==> src/rtl/tnn_pkg.sv <==
// Shared types and helpers for the temporal-neural-network column.
// Spike times carry a "no spike" flag in their MSB; the low bits are the time.
package tnn_pkg;

  localparam int unsigned TNN_LOG_T = 3;
  localparam int unsigned TNN_TW    = TNN_LOG_T + 1;

  typedef logic [TNN_TW-1:0] spike_time_t;

  typedef enum logic [1:0] {
    IDLE,
    COMPUTE,
    UPDATE,
    OUTPUT
  } state_t;

  // The width argument lets each instance use its own window size.
  function automatic logic NO_SPIKE(input logic [31:0] t, input int unsigned tw);
    return ((t >> (tw - 1)) & 32'd1) != 32'd0;
  endfunction

  function automatic logic SPIKED(input logic [31:0] t, input int unsigned tw);
    return ((t >> (tw - 1)) & 32'd1) == 32'd0;
  endfunction

endpackage

==> src/rtl/tnn_stdp_unit.sv <==
// Combinational STDP update for one neuron: P weights in, P weights out.
// Capture/backoff apply when this neuron fired; search applies when it did not.
module tnn_stdp_unit
  import tnn_pkg::*;
#(
  parameter int unsigned P         = 8,
  parameter int unsigned WBITS     = 3,
  parameter int unsigned TW        = 4,
  parameter bit          SEARCH_EN = 1'b1
) (
  input  logic [P-1:0][WBITS-1:0] w_in,
  input  logic [P-1:0][TW-1:0]    x_times,
  input  logic [TW-1:0]           y,
  input  logic                    fired,
  output logic [P-1:0][WBITS-1:0] w_out
);

  localparam logic [WBITS-1:0] WMAX = '1;

  always_comb begin
    w_out = w_in;
    for (int i = 0; i < P; i++) begin
      // Both times are real spikes here, so a full-width compare is safe.
      if (fired && SPIKED(32'(x_times[i]), TW) && (x_times[i] <= y)) begin
        if (w_in[i] != WMAX) w_out[i] = w_in[i] + 1'b1;
      end else if (fired) begin
        if (w_in[i] != '0) w_out[i] = w_in[i] - 1'b1;
      end else if (SEARCH_EN && SPIKED(32'(x_times[i]), TW)) begin
        if (w_in[i] != WMAX) w_out[i] = w_in[i] + 1'b1;
      end
    end
  end

endmodule

==> src/rtl/tnn_column.sv <==
// Temporal-neural-network column: Q step-response neurons over a T-cycle window,
// first-to-fire winner-take-all, optional STDP and test access to the weights.
module tnn_column
  import tnn_pkg::*;
#(
  parameter int unsigned P         = 8,
  parameter int unsigned Q         = 4,
  parameter int unsigned WBITS     = 3,
  parameter int unsigned LOG_T     = 3,
  parameter int unsigned THRESH    = 8,
  parameter int unsigned W_INIT    = 4,
  parameter bit          SEARCH_EN = 1'b1
) (
  input  logic                       clk,
  input  logic                       rst_l,
  input  logic                       in_valid,
  output logic                       in_ready,
  input  logic [P-1:0][LOG_T:0]      in_times,
  input  logic                       in_train,
  output logic                       out_valid,
  input  logic                       out_ready,
  output logic [LOG_T:0]             out_time,
  output logic [$clog2(Q)-1:0]       out_winner,
  input  logic                       wr_en,
  input  logic [$clog2(Q)-1:0]       wr_neuron,
  input  logic [$clog2(P)-1:0]       wr_syn,
  input  logic [WBITS-1:0]           wr_data,
  input  logic [$clog2(Q)-1:0]       rd_neuron,
  input  logic [$clog2(P)-1:0]       rd_syn,
  output logic [WBITS-1:0]           rd_data
);

  localparam int unsigned TW = LOG_T + 1;
  localparam int unsigned QW = $clog2(Q);
  localparam int unsigned PW = WBITS + $clog2(P + 1);
  localparam logic [TW-1:0] NONE_TIME = {1'b1, {LOG_T{1'b0}}};

  state_t state, state_nxt;

  logic [LOG_T-1:0]               t;
  logic [P-1:0][TW-1:0]           times_q;
  logic                           train_q;
  logic [Q-1:0][P-1:0][WBITS-1:0] w;
  logic [QW-1:0]                  upd_j;
  logic [TW-1:0]                  y_q;
  logic [QW-1:0]                  win_q;
  logic                           fired_q;

  logic [PW-1:0]                  pot [Q];
  logic [Q-1:0]                   fire_vec;
  logic                           any_fire;
  logic [QW-1:0]                  first_idx;
  logic                           last_t;
  logic                           compute_done;
  logic                           update_last;
  logic [TW-1:0]                  comb_y;
  logic [QW-1:0]                  comb_win;
  logic                           upd_hit;
  logic [TW-1:0]                  upd_y;
  logic [P-1:0][WBITS-1:0]        w_new;

  // Step-response potentials: every input that has already spiked contributes its weight.
  always_comb begin
    for (int j = 0; j < Q; j++) begin
      pot[j] = '0;
      for (int i = 0; i < P; i++) begin
        if (SPIKED(32'(times_q[i]), TW) && (times_q[i][LOG_T-1:0] <= t))
          pot[j] = pot[j] + PW'(w[j][i]);
      end
      fire_vec[j] = (pot[j] >= PW'(THRESH));
    end
  end

  always_comb begin
    first_idx = '0;
    for (int j = Q - 1; j >= 0; j--) begin
      if (fire_vec[j]) first_idx = QW'(j);
    end
  end

  assign any_fire     = |fire_vec;
  assign last_t       = &t;
  assign compute_done = any_fire || last_t;
  assign update_last  = (upd_j == QW'(Q - 1));
  assign comb_y       = any_fire ? {1'b0, t} : NONE_TIME;
  assign comb_win     = any_fire ? first_idx : '0;

  always_ff @(posedge clk or negedge rst_l) begin
    if (!rst_l) state <= IDLE;
    else        state <= state_nxt;
  end

  always_comb begin
    state_nxt = state;
    in_ready  = 1'b0;
    out_valid = 1'b0;
    case (state)
      IDLE: begin
        in_ready = 1'b1;
        if (in_valid) state_nxt = COMPUTE;
      end
      COMPUTE: begin
        if (compute_done) state_nxt = train_q ? UPDATE : OUTPUT;
      end
      UPDATE: begin
        if (update_last) state_nxt = OUTPUT;
      end
      OUTPUT: begin
        out_valid = 1'b1;
        if (out_ready) state_nxt = IDLE;
      end
      default: state_nxt = IDLE;
    endcase
  end

  // Only the winner learns as "fired"; every other neuron sees no output spike.
  assign upd_hit = fired_q && (upd_j == win_q);
  assign upd_y   = upd_hit ? y_q : NONE_TIME;

  tnn_stdp_unit #(
    .P         (P),
    .WBITS     (WBITS),
    .TW        (TW),
    .SEARCH_EN (SEARCH_EN)
  ) u_stdp (
    .w_in    (w[upd_j]),
    .x_times (times_q),
    .y       (upd_y),
    .fired   (upd_hit),
    .w_out   (w_new)
  );

  always_ff @(posedge clk or negedge rst_l) begin
    if (!rst_l) begin
      t          <= '0;
      times_q    <= '0;
      train_q    <= 1'b0;
      w          <= {(Q * P){WBITS'(W_INIT)}};
      upd_j      <= '0;
      y_q        <= '0;
      win_q      <= '0;
      fired_q    <= 1'b0;
      out_time   <= '0;
      out_winner <= '0;
    end else begin
      case (state)
        IDLE: begin
          // Write lands on the same edge as an accept, so the volley sees it.
          if (wr_en) w[wr_neuron][wr_syn] <= wr_data;
          if (in_valid) begin
            times_q <= in_times;
            train_q <= in_train;
            t       <= '0;
          end
        end
        COMPUTE: begin
          if (compute_done) begin
            y_q     <= comb_y;
            win_q   <= comb_win;
            fired_q <= any_fire;
            upd_j   <= '0;
            if (!train_q) begin
              out_time   <= comb_y;
              out_winner <= comb_win;
            end
          end else begin
            t <= t + 1'b1;
          end
        end
        UPDATE: begin
          w[upd_j] <= w_new;
          if (update_last) begin
            upd_j      <= '0;
            out_time   <= y_q;
            out_winner <= win_q;
          end else begin
            upd_j <= upd_j + 1'b1;
          end
        end
        default: ;
      endcase
    end
  end

  assign rd_data = w[rd_neuron][rd_syn];

endmodule

==> config.mk <==
export PLATFORM = sky130hd
export DESIGN_NAME = tnn_column
export DESIGN_NICKNAME = d
export VERILOG_FILES = /design/src/rtl/tnn_pkg.sv /design/src/rtl/tnn_stdp_unit.sv /design/src/rtl/tnn_column.sv
export SDC_FILE = /design/constraint.sdc
export NUM_CORES = 1
export LEC_CHECK = 0
export ABC_CLOCK_PERIOD_IN_PS = 22300
export CAP_MARGIN = 20
export CORE_MARGIN = 2
export CORE_UTILIZATION = 51
export DETAILED_ROUTE_END_ITERATION = 8
export PLACE_DENSITY_LB_ADDON = 0.08
export SLEW_MARGIN = 10
export SYNTH_ARGS = -nofsm -noshare
export SYNTH_HDL_FRONTEND = slang
export SYNTH_SLANG_ARGS = --single-unit
==> constraint.sdc <==
create_clock -name clk -period 22.3 [get_ports clk]
set_input_delay 3.345 -clock clk [delete_from_list [all_inputs] [get_ports clk]]
set_output_delay 3.345 -clock clk [all_outputs]
set_load 0.03 [all_outputs]
After elaboration in Yosys (flattened, before gate mapping)
Cells that the tools add are included.
Storage, ports and cells
  register bits: 149
  output and inout port bits: 11
  logic and storage cells: 318
Operators by class
  $add $sub $neg: 46
  order comparisons: 28
  eq/ne operators: 20
  mux-type cells: 117
  reductions and logical operators: 58
Operator list (count)
  32-bit zero test: 8
  7-bit 2-to-1 mux: 28
  96-bit bitwise mux: 2
  96-bit case mux with 2 select lines: 1
  7-bit by 3-bit adder with 7-bit output: 24
  3-bit 2-to-1 mux: 48
  24-bit binary-select mux with 2-bit select: 2
  24-bit demux with 2-bit select: 2
  24-bit 2-to-1 mux: 4
  96-bit 2-to-1 mux: 1
  4-bit less-or-equal comparator: 8
  7-bit by 4-bit >= comparator with 1-bit output (second input constant): 4
  1-bit logical AND: 28
  2-bit 2-to-1 mux: 14
  3-bit by 1-bit adder with 3-bit output (second input constant): 9
  3-bit less-or-equal comparator: 8
  3-bit != test (second input constant): 8
  3-bit nonzero test: 8
  3-bit by 1-bit subtractor with 3-bit output (second input constant): 8
  4-bit 2-to-1 mux: 5
  3-bit by 3-bit adder with 4-bit output: 4
  2-bit != test (second input constant): 7
  3-bit binary-select mux with 3-bit select: 1
  3-bit demux with 3-bit select: 1
  other kinds (20): 36

Logic depth before layout (Yosys ltp)
  word-level depth: 26
  gate-level depth with buffers: 40
  gate-level depth less buffers: 38

Hierarchy
A second synthesis with hierarchy kept.
Second synthesis, totals
  cells, all modules: 2025
  area, all modules: 17613.1 um^2
By module, submodules not included
  tnn_column: instances 1, cells each 1654, area an instance 14961.8 um^2, seq. area each 3768.6 um^2
  tnn_stdp_unit: instances 1, cells each 371, area an instance 2651.3 um^2, seq. area each 0.0 um^2

Worst setup path after synthesis
Ideal clock, no wire load.
  path kind: input -> output
  from: input rd_neuron[0]
  to: output rd_data[0]
  data arrival time: 5.551 ns
  slack: 13.404 ns
  cell stages on the path: 5
  buffers on the path: 2
  cell sequence: clkbuf_1 > buf_1 > mux4_2 > mux4_2 > mux2_2
Between the ends
  word-level cells in the longest chain between the ends: 4
RTL lines
  start: declaration: line tnn_column.sv:28  | input logic [$clog2(Q)-1:0] rd_neuron,
  24-bit binary-select mux with 2-bit select: line tnn_column.sv:185  | assign rd_data = w[rd_neuron][rd_syn];
  24-bit 2-to-1 mux (implied by the code): line tnn_column.sv:185
  3-bit binary-select mux with 3-bit select: line tnn_column.sv:185
  3-bit 2-to-1 mux (implied by the code): line tnn_column.sv:185
  end: declaration: line tnn_column.sv:30  | output logic [WBITS-1:0] rd_data
No other way between the ends. The select of a mux whose other input is x is not followed.

Final worst setup path
  from: register t[1]
  to: register state[1]
Between the ends
  word-level cells in the longest chain between the ends: 22
RTL lines
  start: declaration: line tnn_column.sv:40  | logic [LOG_T-1:0] t;
  start signal: assignment: line tnn_column.sv:167  | t <= t + 1'b1;
  3-bit less-or-equal comparator: line tnn_column.sv:67  | if (SPIKED(32'(times_q[i]), TW) && (times_q[i][LOG_T-1:0] <= t))
  1-bit logical AND: line tnn_column.sv:67
  3-bit 2-to-1 mux: line tnn_column.sv:67
  3-bit by 3-bit adder with 4-bit output: line tnn_column.sv:68  | pot[j] = pot[j] + PW'(w[j][i]);
  7-bit 2-to-1 mux: line tnn_column.sv:67
  7-bit by 3-bit adder with 7-bit output: line tnn_column.sv:68
  7-bit 2-to-1 mux: line tnn_column.sv:67
  7-bit by 3-bit adder with 7-bit output: line tnn_column.sv:68
  [... 6 more ...]
  7-bit 2-to-1 mux: line tnn_column.sv:67
  7-bit by 3-bit adder with 7-bit output: line tnn_column.sv:68
  7-bit 2-to-1 mux: line tnn_column.sv:67
  7-bit by 4-bit >= comparator with 1-bit output: line tnn_column.sv:70  | fire_vec[j] = (pot[j] >= PW'(THRESH));
  4-bit OR reduction: line tnn_column.sv:81  | assign any_fire = |fire_vec;
  1-bit logical OR (*): line tnn_column.sv:83  | assign compute_done = any_fire || last_t;
  2-bit != test (no source line) (*)
  4-bit AND reduction (no source line) (*)
  end signal: assignment: line tnn_column.sv:90  | else state <= state_nxt;
  end: declaration: line tnn_column.sv:38  | state_t state, state_nxt;
Mark *: on every way between the ends. The rest lies on a longest branch, timed or not.
A chain may end at the register's enable or synchronous reset.

==> out/qor.csv <==
stage,metric,value,unit
yosys,synth_fp_nets,2020,
global_routing,antenna_found_initial,0,
detailed_routing,wl_per_cell,24.0,microns
floorplan,dieHeight,182,microns
placement,place_hpwl,39600,microns
worst_setup_path,crit_path_max_fanout,17,
detailed_routing,drc,0,
yosys,async_flop_share,100,%
global_routing,grt_pass1_wl,81300,microns
cells_and_area,regArea,3770,sq um
clock_network,htreeDepth,4,
global_routing,grt-ovfl-total,0,
timing,rsz0062_at_grt,false,
worst_setup_path,critPathArrivalTime,11.18,ns
min_path,hp-class,flip-flop to flip-flop,
cells_and_area,fill_cells,2786,
timing,fin_setup_tns,0,ns
global_routing,grt_pass1_vias,13900,
global_routing,grt_usage,32.7,%
timing,finalCritPeriodShare,48.7,%
timing,hold_viol,0,
floorplan,dieArea,33000,sq um
worst_setup_path,end_kind,flip-flop,
cells_and_area,area_growth,9.99,%
clock_network,cts_max_path_buffers,2,
clock_network,cts_tree,done,
timing,finalWorstSetupSlack,11.45,ns
detailed_routing,num_vias,14300,
yosys,ys.flop_type,dfrtp_1,
clock_network,hold_buffers,0,
timing,skew,0.0157,ns
yosys,synth_compound_area_share,22.2,%
timing,min_period,10.85,ns
clock_network,clk_pin_slew,0.07,ns
yosys,synth-edff-count,0,
yosys,synthSimpleGateAreaFrac,13.7,%
worst_setup_path,crit_type,flip-flop to flip-flop,
floorplan,start_util,51.4,%
timing,fmax,92.2,MHz
placement,place_congestion,0.932,
cells_and_area,drive_gt1_share,13.7,%
timing,tightest_slew,1.25,ns
yosys,synth_area,16100,sq um
cells_and_area,antennaDiodeCount,0,
yosys,synthAdderAreaFrac,17.9,%
yosys,syn_area_per_cell,9.17,sq um
detailed_routing,drtIter0Drc,1267,
worst_setup_path,cp_slowest_cell,nor2_1,
worst_setup_path,start_kind,flip-flop,
yosys,synthMuxAreaShare,14.5,%
timing,slew_headroom,16.0,%
yosys,synthDistinctLibCells,81,
cells_and_area,nNetsFinal,2053,
worst_setup_path,cp_slowest_stage_delay,0.63,ns
clock_network,post_cts_buffers,0,
detailed_routing,ant_nets,0,
timing,slew_viol_final,0,
floorplan,fp.coreArea,31300,sq um
floorplan,io_pins,62,
job,drv_cap,0,
worst_setup_path,worstPathRequired,22.63,ns
detailed_routing,drt-pass1-iter-count,5,
yosys,netlist_instances,1755,
floorplan,rows,65,
yosys,ys_ff_latch,149,
cells_and_area,fin_util,56.5,%
yosys,synth_top_family_by_area,compound AO/OA/AOI/OAI gates,
clock_network,cts_buffers,17,
global_routing,grt_max_degree,81,
cells_and_area,multiInputGateArea,11600,sq um
clock_network,cts_resized,0,
clock_network,cts.sinks,149,
clock_network,clk-insertion-delay-late,0.45,ns
placement,io_buffer_count,61,
yosys,yosysSeqAreaShare,23.4,%
yosys,yosys_warnings,0,
cells_and_area,final_cell_mix,"186 x ha_1, 165 x a21oi_1, 129 x inv_1, 121 x nor2_1, 116 x dfrtp_1",
clock_network,cts_root_buffer,clkbuf_16,
yosys,synth_xor_area_share,3.63,%
detailed_routing,routed_via_density,6.51,
timing,finalSetupViolCount,0,
placement,post-place-ws,11.65,ns
detailed_routing,drt_wl_total,52800,microns
floorplan,die_x,182,microns
run_status,outcome,"finished, final reports clean",
cells_and_area,layout_commonest_cell,ha_1,
==> final cells by class <==
type                            instances  area share (%)
Sequential cell                       149            21.3
Multi-Input combinational cell       1411            65.5
Inverter                              130            2.76
Clock inverter                         14           0.982
Clock buffer                           18            2.48
Tap cell                              402            2.84
Timing Repair Buffer                   79            4.16
==> state kept, by name, summed over array words and instances (netlist names) <==
name        count
fired_q         1
out_time        4
out_winner      2
state           2
t               3
times_q        32
train_q         1
upd_j           2
w              96
win_q           2
y_q             4
==> cell usage after synthesis (all sizes together) (32+ instances only) <==
cell,instances,area share (%)
mux4,54,7.6
and2,36,1.4
dfrtp,117,18
xnor2,50,2.8
nor2b,36,1.4
o211ai,89,4.2
clkbuf,46,1.1
nand2,101,2.4
o21ai,77,2.4
inv,129,3.0
o21a,68,3.2
mux2,84,6.0
nand3,38,1.2
dfstp,32,5.2
a21oi,165,5.1
nor2,121,2.8
ha,186,14
==> metal layers <==
| layer | vias to the layer above | global-route usage, % | wire (microns) |
|---|---|---|---|
| met5 | - | 0 | 0 |
| met4 | 0 | 13.0 | 1970 |
| met3 | 106 | 4.87 | 4510 |
| met2 | 669 | 51.4 | 23800 |
| met1 | 7042 | 45.5 | 22600 |
| li1 | 6526 | - | - |
==> path summary, 6_finish.rpt <==
check	slack (ns)	from	cells after the start	end
hold reg to reg	0.49	out_winner[0]	1	out_winner[0]
setup reg to reg	11.45	t[1]	36	state[1]
setup / recovery	11.45	t[1]	36	state[1]
hold / removal	0.49	out_winner[0]	1	out_winner[0]
min in group asynchronous	2.92	rst_l	1	w[24]
max in group asynchronous	17.95	rst_l	2	w[88]
==> worst max-delay path, delay by kind of cell, from the launching register on <==
family                   cells  cell delay [ns]
adder cells (fa/ha/maj)      8             3.15
AO/OA/AOI/OAI               13             2.94
buffers and inverters        5             0.79
multiplexers                 3             0.94
AND/OR/NAND/NOR              7             2.44
flip-flops                   1             0.41
==> per-stage QoR <==
stage / instance area [sq um] / instances / hold slack, ns
3_5_place_dp: 17100 / 2170 / 0.476
4_1_cts: 17700 / 2202 / 0.492
2_1_floorplan: 16100 / 1755 / 0.470
6_report: 17700 / 2203 / 0.492
5_1_grt: 17700 / 2203 / 0.500
3_3_place_gp: 17100 / 2170 / 0.480
==> cells by family (layout without fill, tap and decap cells) <==
group                      count (synthesis)  after routing
AOI/OAI and AO/OA                        535            535
and+or+nand+nor                          443            443
adders and majority gates                214            214
buffers and inverters                    195            241
muxes                                    154            154
DFF                                      149            149
xor gates and xnor gates                  65             65
Power is left out: the tool's default activity adds up to more than one toggle a clock period on the data nets, which glitch-free logic cannot reach.
